--- src/rtl/corescore_stream_arbiter.sv ---
// corescore_stream_arbiter: round-robin packet arbiter merging N byte streams onto one output.
// Define CORESCORE_ARB_TIMEOUT_EN to force release of a requester that stalls for TIMEOUT cycles.
module corescore_stream_arbiter #(
    parameter int N       = 4,
    parameter int TIMEOUT = 255
) (
    input  logic                 i_clk,
    input  logic                 i_rst_n,
    input  logic [8*N-1:0]       i_tdata,
    input  logic [N-1:0]         i_tlast,
    input  logic [N-1:0]         i_tvalid,
    output logic [N-1:0]         o_tready,
    output logic [7:0]           o_tdata,
    output logic                 o_tlast,
    output logic                 o_tvalid,
    input  logic                 i_tready,
    output logic [$clog2(N)-1:0] o_grant,
    output logic                 o_busy,
    output logic                 o_timeout
);
    localparam int GW = $clog2(N);

    if (N < 2 || N > 16 || TIMEOUT < 1 || TIMEOUT > 65535) begin : g_bad_param
        $error("corescore_stream_arbiter: N must be 2..16 and TIMEOUT 1..65535");
    end

    typedef enum logic {IDLE, LOCKED} state_t;

    state_t        state, state_nxt;
    logic [GW-1:0] grant, grant_nxt, ptr, ptr_nxt, grant_inc;
    logic          last_beat;

    // First valid requester at or above p, wrapping; the downward loop leaves the nearest one.
    function automatic logic [GW-1:0] pick(input logic [N-1:0] v, input logic [GW-1:0] p);
        logic [GW-1:0] k;
        pick = p;
        for (int i = N - 1; i >= 0; i--) begin
            k = GW'((int'(p) + i) % N);
            if (v[k]) pick = k;
        end
    endfunction

    assign grant_inc = GW'((int'(grant) + 1) % N);
    assign o_busy    = state == LOCKED;
    assign o_grant   = grant;
    assign o_tvalid  = o_busy & i_tvalid[grant];
    assign o_tlast   = o_busy & i_tlast[grant];
    assign o_tdata   = o_busy ? i_tdata[8*grant +: 8] : 8'h00;
    assign o_tready  = o_busy ? (N'(i_tready) << grant) : '0;
    assign last_beat = o_tvalid & i_tready & o_tlast;

`ifdef CORESCORE_ARB_TIMEOUT_EN
    logic [15:0] stall_cnt, stall_cnt_nxt;
    logic        timeout_q, timeout_nxt;

    always_comb begin
        state_nxt     = state;
        grant_nxt     = grant;
        ptr_nxt       = ptr;
        stall_cnt_nxt = '0;
        timeout_nxt   = 1'b0;
        case (state)
            IDLE: begin
                if (|i_tvalid) begin
                    state_nxt = LOCKED;
                    grant_nxt = pick(i_tvalid, ptr);
                end
            end
            default: begin
                if (last_beat) begin
                    state_nxt = IDLE;
                    ptr_nxt   = grant_inc;
                end else if (!i_tvalid[grant]) begin
                    if (stall_cnt + 16'd1 == 16'(TIMEOUT)) begin
                        state_nxt   = IDLE;
                        ptr_nxt     = grant_inc;
                        timeout_nxt = 1'b1;
                    end else begin
                        stall_cnt_nxt = stall_cnt + 16'd1;
                    end
                end
            end
        endcase
    end

    always_ff @(posedge i_clk or negedge i_rst_n) begin
        if (!i_rst_n) begin
            stall_cnt <= '0;
            timeout_q <= 1'b0;
        end else begin
            stall_cnt <= stall_cnt_nxt;
            timeout_q <= timeout_nxt;
        end
    end

    assign o_timeout = timeout_q;
`else
    always_comb begin
        state_nxt = state;
        grant_nxt = grant;
        ptr_nxt   = ptr;
        case (state)
            IDLE: begin
                if (|i_tvalid) begin
                    state_nxt = LOCKED;
                    grant_nxt = pick(i_tvalid, ptr);
                end
            end
            default: begin
                if (last_beat) begin
                    state_nxt = IDLE;
                    ptr_nxt   = grant_inc;
                end
            end
        endcase
    end

    assign o_timeout = 1'b0;
`endif

    always_ff @(posedge i_clk or negedge i_rst_n) begin
        if (!i_rst_n) begin
            state <= IDLE;
            grant <= '0;
            ptr   <= '0;
        end else begin
            state <= state_nxt;
            grant <= grant_nxt;
            ptr   <= ptr_nxt;
        end
    end
endmodule

--- config.mk ---
export PLATFORM = sky130hd
export DESIGN_NAME = corescore_stream_arbiter
export DESIGN_NICKNAME = d
export VERILOG_FILES = /design/src/rtl/corescore_stream_arbiter.sv
export SDC_FILE = /design/constraint.sdc
export NUM_CORES = 1
export LEC_CHECK = 0
export BUFFER_PORTS_ARGS = -buffer_cell sky130_fd_sc_hd__buf_4
export CAP_MARGIN = 20
export CORE_MARGIN = 3
export CORE_UTILIZATION = 33
export CTS_CLUSTER_DIAMETER = 30
export CTS_CLUSTER_SIZE = 40
export DETAILED_ROUTE_END_ITERATION = 6
export PLACE_DENSITY = 0.86
export SKIP_CTS_REPAIR_TIMING = 1
export SYNTH_ARGS = -nofsm -noshare
export SYNTH_HDL_FRONTEND = slang
export SYNTH_SLANG_ARGS = --single-unit
--- constraint.sdc ---
create_clock -name i_clk -period 1.5 [get_ports i_clk]
set_input_delay 0 -clock i_clk [delete_from_list [all_inputs] [get_ports i_clk]]
set_output_delay 0 -clock i_clk [all_outputs]
set_load 0.05 [all_outputs]
==> out/metrics.yaml <==
outcome:
  status: "complete, but fails checks"
  violations: "negative setup slack"
grt:
  use_met3_pct: 6.41
  antenna_found_initial: 0
  grt_use_total_pct: 17.4
  use_met1_pct: 16.9
  grt_pass1_wl_um: 3380
  overflow: 0
  grt-busiest-layer: "met2"
  grt_max_degree: 16
  grt.met2_usage_pct: 31.8
  grt_pass1_vias: 799
sta:
  skew_ns: 0.0124
  min_period_ns: 1.63
  drv_slew: 0
  setup_viol: 10
  final_min_period_over_clock_period_pct: 108
  clock.fmax_ghz: 0.615
  finalSetupTns_ns: -0.927
  hold_viol_final: 0
  grt_setup_unrepaired: "true"
  layout_setup_ws_ns: -0.127
job:
  cap_violations: 0
clock_tree:
  clk_pin_slew_ns: 0.05
  cts.path.max_buffers: 2
  cts-htree-levels: 1
  cts_sinks: 5
  tritoncts: "built"
  clk_latency_ns: 0.25
  clockRootBuffer: "clkbuf_4"
  cts_made_buffers: 3
critical_path:
  cp_data_arrival_time_ns: 1.63
  r2r_cells: 6
  reg2reg_slack_ns: 0.01
  critical_path.endpoint_type: "output port"
  critical_path_class: "flip-flop to output port"
  r2r-end: "o_busy$_DFF_PN0_"
  crit_required_ns: 1.50
  r2r_start: "o_grant[0]$_DFFE_PN0P_"
  worstPathMaxFanout: 7
  startpoint_type: "flip-flop"
die:
  die_h_um: 51.3
  die_w_um: 51.3
  num_io_pins: 61
  die_area_um2: 2630
  core_area_um2: 1840
  row_count: 15
  initial_core_util_pct: 36.9
placement:
  dp_slack_ns: -0.0581
  gp_congestion: 0.740
  hpwl_um: 1960
  numPortBuffers: 59
cells_and_area:
  antenna_cells: 0
  fill_cells: 129
  syn2layout_area_growth_pct: 97.2
  drive_gt1_share_pct: 75.9
  finalNetCount: 177
power:
  power-per-cell-area_nw_per_um2: 2340
  p_total_mw: 3.12
  p_switching_mw: 1.54
  combPwrFrac_pct: 85.5
  pwr-share-clk_pct: 5.1
  switching_share_pct: 49.2
  leakagePower_nw: 0.649
  p_seq_share_pct: 9.4
  ir_worst_vdd_uv: 1270
  p_int_mw: 1.59
synth:
  yosysTopAreaCell: "mux4_2"
  syn_inst: 63
  synth_seq_cells: 5
  yosys.cell_types.count: 31
  syn_area_per_cell_um2: 10.8
  syn_nets: 106
  postSynth.asyncResetShare_pct: 100
  yosys-top-cells-count: "and2_1, nor2_1, mux4_2"
  yosys_most_used_dff: "dfrtp_1"
  ys_seq_area_share_pct: 18.5
  netlist_top_cells_area: "mux4_2, dfrtp_1, mux4_1, and2_1, mux2i_1"
  yosys.area.top_type_share_pct: 23.2
  syn_area_um2: 678
  synth-edff-count: 0
  ys_warn_count: 0
route:
  remaining_drc_errors: 0
  vias: 816
  drtIter0Drc: 9
  drt-total-wl_um: 2550
  wl_per_cell_um: 16.2
  via_per_inst: 5.16
  ant_nets: 0
  firstDrtPassIters: 5
min_path:
  hold_path_class: "input port to async pin"
[worst max path at each step]
stage | from | endpoint | cells after the start
2_1_floorplan | o_grant[1]$_DFFE_PN0P_ | ptr[1]$_DFFE_PN0P_ | 3
3_3_place_gp | o_grant[0]$_DFFE_PN0P_ | o_tdata[7] | 3
3_5_place_dp | o_grant[0]$_DFFE_PN0P_ | ptr[1]$_DFFE_PN0P_ | 4
4_1_cts | o_grant[0]$_DFFE_PN0P_ | o_tdata[0] | 3
5_1_grt | o_grant[0]$_DFFE_PN0P_ | o_tdata[7] | 4
6_report | o_grant[0]$_DFFE_PN0P_ | o_tdata[7] | 4
[flip-flops by register name, indices dropped and copies added, names as in the netlist]
register,count
o_grant,2
o_busy,1
ptr,2
[critical path, cell delays in order (launching register included)]
cell	delay (ns)
dfrtp_4	0.49
buf_12	0.15
mux4_2	0.43
and2_4	0.18
buf_6	0.14
[logic make-up (layout without fill, tap and decap cells)]
group           Yosys count  after routing  synth area share, %
simple gates             24             24                 19.0
mux                      14             14                 39.1
compound gates           11             11                 12.2
buf+inv                   7             77                 9.41
flops                     5              5                 18.5
other cells               1              1                0.553
xor+xnor                  1              1                 1.29
[final cells by class]
class | count | area (um2) | area share [%]
Sequential cell | 5 | 130 | 9.73
Inverter | 2 | 7.51 | 0.561
Clock buffer | 4 | 26.3 | 1.96
Multi-Input combinational cell | 51 | 523 | 39.1
Timing Repair Buffer | 71 | 619 | 46.3
Tap cell | 25 | 31.3 | 2.34
[power groups by stage]
stage                     Sequential [mW]  Combinational [mW]  Clock, mW
final                               0.294                2.67      0.161
after global routing                0.301                2.79      0.184
after CTS                           0.351                2.17      0.164
after detailed placement            0.349                2.17          0
after global placement              0.342                2.13          0
after floorplan                     0.395                1.59          0
[layout by cell type, fill, tap and decap left out, types with 2 or more instances in the layout]
| master | n |
|---|---|
| buf_8 | 8 |
| mux4_2 | 9 |
| dfrtp_1 | 3 |
| nor2_2 | 2 |
| buf_6 | 3 |
| mux2i_1 | 2 |
| inv_1 | 2 |
| o21ai_0 | 3 |
| clkbuf_4 | 3 |
| buf_4 | 58 |
| nor2_1 | 6 |
| a22o_1 | 2 |
| and2_4 | 8 |
[metrics by stage]
stage / cell area, um2 / cells / util (%) / hold slack (ns)
CTS: 1200 / 153 / 65.3 / -0.463
detailed placement: 1170 / 149 / 63.9 / -0.196
global placement: 1170 / 149 / 63.9 / -0.198
finish: 1340 / 158 / 72.7 / 0.0924
global route: 1340 / 158 / 72.7 / 0.0877
floorplan: 704 / 63 / - / -0.296
[layer usage]
| metal | part of all wire (%) | vias up | wire, um |
|---|---|---|---|
| met4 | 3.6 | 0 | 91 |
| met5 | 0 | - | 0 |
| met2 | 53 | 56 | 1350 |
| li1 | - | 375 | - |
| met1 | 32 | 379 | 825 |
| met3 | 11 | 6 | 290 |
(Power assumes the default switching activity.)
